$ cat config.mk
export PLATFORM = sky130hd
export DESIGN_NAME = mem_stage_flat
export DESIGN_NICKNAME = d
export VERILOG_FILES = /design/src/rtl/riscv_pkg.sv /design/src/rtl/mem_stage_if.sv /design/src/rtl/mem_stage_lsu_align.sv /design/src/rtl/mem_stage.sv /design/src/flat_wrapper.sv
export SDC_FILE = /design/constraint.sdc
export NUM_CORES = 1
export LEC_CHECK = 0
export ABC_AREA = 1
export BUFFER_PORTS_ARGS = -buffer_cell sky130_fd_sc_hd__buf_4
export CORE_UTILIZATION = 24
export CTS_CLUSTER_DIAMETER = 40
export CTS_CLUSTER_SIZE = 12
export DETAILED_ROUTE_END_ITERATION = 16
export GPL_ROUTABILITY_DRIVEN = 0
export PLACE_DENSITY = 0.43
export SLEW_MARGIN = 5
export SYNTH_ARGS = -nofsm -noshare
export SYNTH_HDL_FRONTEND = slang
export SYNTH_SLANG_ARGS = --single-unit
$ cat constraint.sdc
create_clock -name clk -period 2.29 [get_ports clk]
set_input_delay 0.229 -clock clk [delete_from_list [all_inputs] [get_ports clk]]
set_output_delay 0.229 -clock clk [all_outputs]
set_load 0.01 [all_outputs]
$ cat src/rtl/riscv_pkg.sv
// Shared RV32 encodings, memory-stage FSM states and the E/M register layout.
// Latency: n/a (types, constants and one pure helper function).
// Backpressure: n/a.
package riscv_pkg;

   // StoreSrc encodings (store size)
   localparam logic [1:0] STORE_WORD = 2'b00;
   localparam logic [1:0] STORE_HALF = 2'b01;
   localparam logic [1:0] STORE_BYTE = 2'b10;

   // LoadPart encodings (funct3 of the load)
   localparam logic [2:0] LOAD_LB  = 3'b000;
   localparam logic [2:0] LOAD_LH  = 3'b001;
   localparam logic [2:0] LOAD_LW  = 3'b010;
   localparam logic [2:0] LOAD_LBU = 3'b100;
   localparam logic [2:0] LOAD_LHU = 3'b101;

   // ResultSrc value that marks a load
   localparam logic [2:0] RESULT_MEM = 3'b001;

   typedef enum logic [1:0] {
      IDLE  = 2'd0,
      REQ   = 2'd1,
      RDATA = 2'd2
   } mem_state_t;

   typedef enum logic [1:0] {
      SIZE_BYTE = 2'd0,
      SIZE_HALF = 2'd1,
      SIZE_WORD = 2'd2
   } acc_size_t;

   typedef struct packed {
      logic        reg_write;
      logic        mem_write;
      logic [2:0]  result_src;
      logic [1:0]  store_src;
      logic [2:0]  load_part;
      logic [31:0] alu_result;
      logic [31:0] write_data;
      logic [31:0] pc_plus4;
      logic [4:0]  rd;
   } em_t;

   // Stores and loads encode their size differently; fold both onto one type.
   // load_size is LoadPart[1:0]; bit 2 only selects zero-extension.
   function automatic acc_size_t access_size(input logic       mem_write,
                                             input logic [1:0] store_src,
                                             input logic [1:0] load_size);
      acc_size_t sz;
      if (mem_write) begin
         case (store_src)
            STORE_BYTE: sz = SIZE_BYTE;
            STORE_HALF: sz = SIZE_HALF;
            default:    sz = SIZE_WORD;
         endcase
      end else begin
         case (load_size)
            2'b00:   sz = SIZE_BYTE;
            2'b01:   sz = SIZE_HALF;
            default: sz = SIZE_WORD;
         endcase
      end
      return sz;
   endfunction

endpackage

$ cat src/rtl/mem_stage_if.sv
// Data-memory bus: req/gnt address phase, rvalid read-data phase.
// Latency: n/a (signal bundle only).
// Backpressure: slave withholds DmemGnt; master holds request fields until granted.
interface mem_stage_if;
   logic        DmemReq;
   logic        DmemWe;
   logic [31:0] DmemAddr;
   logic [31:0] DmemWData;
   logic [3:0]  DmemBe;
   logic        DmemGnt;
   logic        DmemRValid;
   logic [31:0] DmemRData;

   modport master (
      output DmemReq, DmemWe, DmemAddr, DmemWData, DmemBe,
      input  DmemGnt, DmemRValid, DmemRData
   );

   modport slave (
      input  DmemReq, DmemWe, DmemAddr, DmemWData, DmemBe,
      output DmemGnt, DmemRValid, DmemRData
   );
endinterface

$ cat src/rtl/mem_stage_lsu_align.sv
// Byte-lane formatting: store replication + byte enables, load extraction, misalign detect.
// Latency: purely combinational.
// Backpressure: none.
// Ports: mem_write/is_load/store_src/load_part/addr_lo/store_data/rdata in;
//        misalign/wdata/be/load_data out.
module lsu_align
   import riscv_pkg::*;
(
   input  logic        mem_write,
   input  logic        is_load,
   input  logic [1:0]  store_src,
   input  logic [2:0]  load_part,
   input  logic [1:0]  addr_lo,
   input  logic [31:0] store_data,
   input  logic [31:0] rdata,
   output logic        misalign,
   output logic [31:0] wdata,
   output logic [3:0]  be,
   output logic [31:0] load_data
);

   acc_size_t   size;
   logic [7:0]  lane_b;
   logic [15:0] lane_h;

   assign size = access_size(mem_write, store_src, load_part[1:0]);

   always_comb begin
      misalign = 1'b0;
      wdata    = store_data;
      be       = 4'b1111;
      case (size)
         SIZE_BYTE: begin
            wdata = {4{store_data[7:0]}};
            be    = 4'b0001 << addr_lo;
         end
         SIZE_HALF: begin
            wdata    = {2{store_data[15:0]}};
            be       = addr_lo[1] ? 4'b1100 : 4'b0011;
            misalign = addr_lo[0];
         end
         default: misalign = (addr_lo != 2'b00);
      endcase
      // Only a real memory access can be misaligned.
      if (!(mem_write || is_load)) misalign = 1'b0;
   end

   always_comb begin
      case (addr_lo)
         2'd0:    lane_b = rdata[7:0];
         2'd1:    lane_b = rdata[15:8];
         2'd2:    lane_b = rdata[23:16];
         default: lane_b = rdata[31:24];
      endcase
   end

   assign lane_h = addr_lo[1] ? rdata[31:16] : rdata[15:0];

   always_comb begin
      case (load_part)
         LOAD_LB:  load_data = {{24{lane_b[7]}}, lane_b};
         LOAD_LH:  load_data = {{16{lane_h[15]}}, lane_h};
         LOAD_LBU: load_data = {24'd0, lane_b};
         LOAD_LHU: load_data = {16'd0, lane_h};
         default:  load_data = rdata;
      endcase
   end

endmodule

$ cat src/rtl/mem_stage.sv
// RV32 memory stage: E/M and M/W registers, data-memory bus FSM, stall generation.
// Latency: 1 cycle for non-memory ops and zero-wait stores; loads >= 2 cycles.
// Backpressure: StallM freezes F/D/E and E/M while waiting on DmemGnt/DmemRValid.
// Ports: E-side controls/data in; forwarding (ALUResultM/RdM/RegWriteM), StallM,
//        MisalignM out; dmem bus via mem_stage_if.master; W-side register out.
module mem_stage
   import riscv_pkg::*;
(
   input  logic        clk,
   input  logic        rst_n,
   input  logic        RegWriteE,
   input  logic        MemWriteE,
   input  logic [2:0]  ResultSrcE,
   input  logic [1:0]  StoreSrcE,
   input  logic [2:0]  LoadPartE,
   input  logic [31:0] ALUResultE,
   input  logic [31:0] WriteDataE,
   input  logic [31:0] PCPlus4E,
   input  logic [4:0]  RdE,
   output logic [31:0] ALUResultM,
   output logic [4:0]  RdM,
   output logic        RegWriteM,
   output logic        StallM,
   output logic        MisalignM,
   mem_stage_if.master bus,
   output logic        RegWriteW,
   output logic [2:0]  ResultSrcW,
   output logic [31:0] ALUResultW,
   output logic [31:0] ReadDataW,
   output logic [31:0] PCPlus4W,
   output logic [4:0]  RdW
);

   em_t        em_d, em_q;
   mem_state_t state_q, state_d;
   logic       is_load, mem_op, access, req;
   logic       misalign;
   logic [31:0] wdata, load_data;
   logic [3:0]  be;

   assign em_d = '{reg_write:  RegWriteE,  mem_write:  MemWriteE,
                   result_src: ResultSrcE, store_src:  StoreSrcE,
                   load_part:  LoadPartE,  alu_result: ALUResultE,
                   write_data: WriteDataE, pc_plus4:   PCPlus4E,
                   rd:         RdE};

   // E/M register: frozen while the bus access is outstanding.
   always_ff @(posedge clk or negedge rst_n) begin
      if (!rst_n)       em_q <= '0;
      else if (!StallM) em_q <= em_d;
   end

   assign ALUResultM = em_q.alu_result;
   assign RdM        = em_q.rd;
   assign RegWriteM  = em_q.reg_write;

   assign is_load = (em_q.result_src == RESULT_MEM) && !em_q.mem_write;
   assign mem_op  = em_q.mem_write || (em_q.result_src == RESULT_MEM);
   assign access  = mem_op && !misalign;

   lsu_align u_align (
      .mem_write  (em_q.mem_write),
      .is_load    (is_load),
      .store_src  (em_q.store_src),
      .load_part  (em_q.load_part),
      .addr_lo    (em_q.alu_result[1:0]),
      .store_data (em_q.write_data),
      .rdata      (bus.DmemRData),
      .misalign   (misalign),
      .wdata      (wdata),
      .be         (be),
      .load_data  (load_data)
   );

   // Request/stall decode. Request fields come straight from E/M, which is
   // held during REQ, so they stay stable until granted.
   always_comb begin
      state_d = state_q;
      req     = 1'b0;
      StallM  = 1'b0;
      case (state_q)
         IDLE: begin
            if (access) begin
               req = 1'b1;
               if (bus.DmemGnt) begin
                  if (is_load) begin
                     state_d = RDATA;
                     StallM  = 1'b1;
                  end
               end else begin
                  state_d = REQ;
                  StallM  = 1'b1;
               end
            end
         end
         REQ: begin
            req = 1'b1;
            if (bus.DmemGnt) begin
               state_d = is_load ? RDATA : IDLE;
               StallM  = is_load;
            end else begin
               StallM = 1'b1;
            end
         end
         RDATA: begin
            if (bus.DmemRValid) state_d = IDLE;
            else                StallM  = 1'b1;
         end
         default: state_d = IDLE;
      endcase
   end

   always_ff @(posedge clk or negedge rst_n) begin
      if (!rst_n) state_q <= IDLE;
      else        state_q <= state_d;
   end

   assign MisalignM     = misalign;
   assign bus.DmemReq   = req;
   assign bus.DmemWe    = em_q.mem_write;
   assign bus.DmemAddr  = {em_q.alu_result[31:2], 2'b00};
   assign bus.DmemWData = wdata;
   assign bus.DmemBe    = be;

   // M/W register advances every cycle; stall or misalign cycles become bubbles.
   always_ff @(posedge clk or negedge rst_n) begin
      if (!rst_n) begin
         RegWriteW  <= 1'b0;
         ResultSrcW <= '0;
         ALUResultW <= '0;
         ReadDataW  <= '0;
         PCPlus4W   <= '0;
         RdW        <= '0;
      end else begin
         RegWriteW  <= em_q.reg_write && !StallM && !misalign;
         ResultSrcW <= em_q.result_src;
         ALUResultW <= em_q.alu_result;
         ReadDataW  <= load_data;
         PCPlus4W   <= em_q.pc_plus4;
         RdW        <= em_q.rd;
      end
   end

endmodule

$ cat src/flat_wrapper.sv
// flat-port wrapper written by rule: the top's interface ports become plain ports
module mem_stage_flat import riscv_pkg::*;
  (clk, rst_n, RegWriteE, MemWriteE, ResultSrcE, StoreSrcE, LoadPartE, ALUResultE, WriteDataE, PCPlus4E, RdE, ALUResultM, RdM, RegWriteM, StallM, MisalignM, RegWriteW, ResultSrcW, ALUResultW, ReadDataW, PCPlus4W, RdW, bus_DmemReq, bus_DmemWe, bus_DmemAddr, bus_DmemWData, bus_DmemBe, bus_DmemGnt, bus_DmemRValid, bus_DmemRData);
  mem_stage_if bus_i ();
  input  logic clk;
  input  logic rst_n;
  input  logic RegWriteE;
  input  logic MemWriteE;
  input  logic [2:0] ResultSrcE;
  input  logic [1:0] StoreSrcE;
  input  logic [2:0] LoadPartE;
  input  logic [31:0] ALUResultE;
  input  logic [31:0] WriteDataE;
  input  logic [31:0] PCPlus4E;
  input  logic [4:0] RdE;
  output logic [31:0] ALUResultM;
  output logic [4:0] RdM;
  output logic RegWriteM;
  output logic StallM;
  output logic MisalignM;
  output logic RegWriteW;
  output logic [2:0] ResultSrcW;
  output logic [31:0] ALUResultW;
  output logic [31:0] ReadDataW;
  output logic [31:0] PCPlus4W;
  output logic [4:0] RdW;
  output wire logic [$bits(bus_i.DmemReq)-1:0] bus_DmemReq;
  output wire logic [$bits(bus_i.DmemWe)-1:0] bus_DmemWe;
  output wire logic [$bits(bus_i.DmemAddr)-1:0] bus_DmemAddr;
  output wire logic [$bits(bus_i.DmemWData)-1:0] bus_DmemWData;
  output wire logic [$bits(bus_i.DmemBe)-1:0] bus_DmemBe;
  input wire logic [$bits(bus_i.DmemGnt)-1:0] bus_DmemGnt;
  input wire logic [$bits(bus_i.DmemRValid)-1:0] bus_DmemRValid;
  input wire logic [$bits(bus_i.DmemRData)-1:0] bus_DmemRData;
  assign bus_DmemReq = bus_i.DmemReq;
  assign bus_DmemWe = bus_i.DmemWe;
  assign bus_DmemAddr = bus_i.DmemAddr;
  assign bus_DmemWData = bus_i.DmemWData;
  assign bus_DmemBe = bus_i.DmemBe;
  assign bus_i.DmemGnt = bus_DmemGnt;
  assign bus_i.DmemRValid = bus_DmemRValid;
  assign bus_i.DmemRData = bus_DmemRData;
  mem_stage u_core (.clk(clk), .rst_n(rst_n), .RegWriteE(RegWriteE), .MemWriteE(MemWriteE), .ResultSrcE(ResultSrcE), .StoreSrcE(StoreSrcE), .LoadPartE(LoadPartE), .ALUResultE(ALUResultE), .WriteDataE(WriteDataE), .PCPlus4E(PCPlus4E), .RdE(RdE), .ALUResultM(ALUResultM), .RdM(RdM), .RegWriteM(RegWriteM), .StallM(StallM), .MisalignM(MisalignM), .bus(bus_i), .RegWriteW(RegWriteW), .ResultSrcW(ResultSrcW), .ALUResultW(ALUResultW), .ReadDataW(ReadDataW), .PCPlus4W(PCPlus4W), .RdW(RdW));
endmodule
==> reports/metrics.yaml <==
run_status:
  status: "finished with violations"
  violations: "setup timing"
global_routing:
  grt_max_degree: 64
  antenna_found_initial: 1
  grtUsageTotal_pct: 16.4
  grt_pass1_vias: 8420
  overflow: 0
  grt_pass1_wl_um: 48500
critical_path:
  crit_fanout: 8
  cp.required_ns: 2.06
  critical_path_arrival_ns: 2.06
  cp-end-kind: "primary output"
  start_kind: "register"
  path_class: "register to primary output"
synth:
  synth.top_cell.area_share_pct: 61.7
  yosys_warnings: 0
  avgSynthCellArea_um2: 9.56
  synth_cell_types: 26
  synth_area_um2: 8850
  synth_seq_area_share_pct: 61.7
  synth_top_cell_by_area: "dfrtp_1"
  synth.area.top_cells: "dfrtp_1 (62%), nand2_1 (13%), nand3_1 (8.0%), buf_4 (7.2%), inv_1 (1.7%)"
  synth_cells: 925
  ys_ff_latch: 218
timing:
  hold_viol: 0
  setup_viol: 2
  min_period_ns: 2.29
  rsz0062_at_grt: "true"
  min_period_over_period_pct: 100
  worst_slack_ns: -0.00347
  finClkSkew_ns: 0.0103
  slew_headroom_pct: 55.8
  timing.hold.ws_ns: 0.0397
  fmaxAchievable_mhz: 436
  final-max-slew-violation-count: 0
  worst_slew_pin_slew_ns: 0.661
die:
  fp.dieW_um: 194
  dieArea_um2: 37600
  die_h_um: 194
  ios: 362
  num_rows: 69
  start_util_pct: 24.6
  fp.coreArea_um2: 35900
final_layout:
  nFillCells: 3563
  regArea_um2: 5460
  drive_above_1_share_pct: 37.9
  multi_input_area_um2: 2710
  areaGrowthSynthToFinish_pct: 70.3
  fin_nets: 1528
  n_antenna_cell: 0
detailed_routing:
  routed_wl_um: 30800
  ant_nets: 0
  drc: 0
  dr.first_iter.drc_count: 269
  wl_per_cell_um: 16.5
  dr.pass1.iters: 4
  viasPerCell: 4.28
  vias: 8005
worst_hold_path:
  hold_class: "input pin to register"
pwr:
  power_mw: 26.2
  powerDensity_nw_per_um2: 1740
  ir_drop_uv: 691
  p_leak_nw: 7.66
clock_network:
  clk_latency_ns: 0.53
  clk_path_buf_depth: 3
  root_buffer: "clkbuf_16"
  htree_num_levels: 2
  cts_num_sinks: 218
  cts_tree: "yes"
  cts_buffers: 41
  cts.clk_slew.worst_paths_ns: 0.05
place:
  port-buffer-count: 359
  dp_hpwl_um: 20700
run:
  drv_cap: 0
## cells in the final DEF (no fill, tap or decap), types with 3 or more instances in the layout
master / count
buf_4: 366
nand2_1: 281
dfrtp_1: 217
dlygate4sd3_1: 140
nand3_1: 139
clkbuf_16: 44
inv_1: 35
nand2_2: 20
o211ai_1: 19
buf_6: 18
nand2_4: 16
o21ai_0: 15
buf_12: 12
nor2_1: 8
inv_2: 7
o21ai_2: 7
bufinv_16: 7
clkbuf_8: 7
a32oi_1: 6
a21oi_1: 5
inv_6: 5
clkinvlp_4: 5
clkinv_4: 3
clkbuf_1: 3
## area by class of cell
type                            instances  share of cell area, %
Clock buffer                           53                   7.86
Clock inverter                         20                   2.08
Timing Repair Buffer                  539                   30.8
Sequential cell                       218                   36.2
Multi-Input combinational cell        536                   18.0
Inverter                               44                   1.21
Tap cell                              461                   3.83
## registers in the layout, summed over array words and instances (netlist names)
register and cells:
u_core.bus.DmemWe 1, u_core.RegWriteM 1, u_core.state_q 2, u_core.em_q 72
u_core.RdW 5, u_core.RdM 5, u_core.RegWriteW 1, u_core.ALUResultM 32
u_core.ResultSrcW 3, u_core.ReadDataW 32, u_core.ALUResultW 32, u_core.PCPlus4W 32
## timing repair
item	4_1_cts	5_1_grt
pin swaps	5	21
cloned	1	1
resized for setup	52	67
hold buffers	140	0
hold endpoints to repair	198	0
setup buffers	8	6
setup endpoints to repair	27	103
## Yosys cell counts
cell type,n
nand3b_1,1
nor2_1,8
a21oi_1,5
a22oi_1,3
dfrtp_1,218
inv_2,2
buf_2,25
conb_1,1
o21ai_1,1
clkinv_1,2
nand4_4,1
ha_1,1
a21boi_0,1
o21ai_0,23
a32oi_1,6
inv_1,40
nor3_1,1
buf_4,85
nand3_2,1
o22ai_1,2
nand2_2,3
clkbuf_1,18
a21boi_2,1
nand2_1,316
o211ai_1,19
nand3_1,141
## worst max-delay path, cell delays in order, from the launching register on
cell and delay [ns]:
dfrtp_1 0.41, ha_4 0.29, inv_2 0.03, nand2_2 0.06
nand2_4 0.07, buf_8 0.14, buf_4 0.14, buf_12 0.14
nand2_1 0.07, nand2_2 0.05, buf_6 0.12
## layer usage
layer	track usage, %	vias up	share of wire [%]
met3	5.10	50	8.0
li1	-	3828	-
met5	0	-	0.032
met4	4.97	2	2.2
met1	21.4	3824	43
met2	25.9	301	46
## final timing paths
path | startpoint | end | slack (ns) | cells past startpoint
setup / recovery | u_core.em_q[104] | bus_DmemWData[17] | -0.003 | 10
hold / removal | bus_DmemRData[16] | u_core.ReadDataW[16] | 0.04 | 3
setup reg to reg | u_core.em_q[104] | u_core.bus.DmemWe | 0.17 | 13
hold reg to reg | u_core.em_q[11] | u_core.PCPlus4W[6] | 0.37 | 0
max in group asynchronous | rst_n | u_core.PCPlus4W[22] | 1.32 | 3
min in group asynchronous | rst_n | u_core.ALUResultW[12] | 0.26 | 2
## logic make-up after synthesis
kind of cell               after synthesis  synth area share [%]
buffers and inverters                  172                  11.3
DFF                                    218                  61.7
and+or+nand+nor                        472                  22.4
AOI/OAI and AO/OA                       61                  4.46
adders and majority gates                1                 0.141
other                                    1                0.0424
## report_power, final
group | internal (mW) | leakage, nW | switching [mW]
Combinational | 5.82 | 4.33 | 6.77
Sequential | 5.83 | 2.61 | 1.24
Clock | 4.44 | 0.718 | 2.06
## metrics by stage
| stage | instance area [µm²] | TNS (ns) | std cells | util [%] | setup slack [ns] |
|---|---|---|---|---|---|
| after floorplan | 8850 | 0 | 926 | - | 0.488 |
| after global placement | 11600 | 0 | 1643 | 32.3 | 0.198 |
| after detailed placement | 11600 | 0 | 1643 | 32.3 | 0.190 |
| after CTS | 14800 | -1.25 | 1865 | 41.2 | -0.0864 |
| after global routing | 15100 | -1.63 | 1871 | 42.0 | -0.118 |
| final | 15100 | -0.00449 | 1871 | 42.0 | -0.00347 |
No activity file was read; power rests on OpenSTA's default activity.
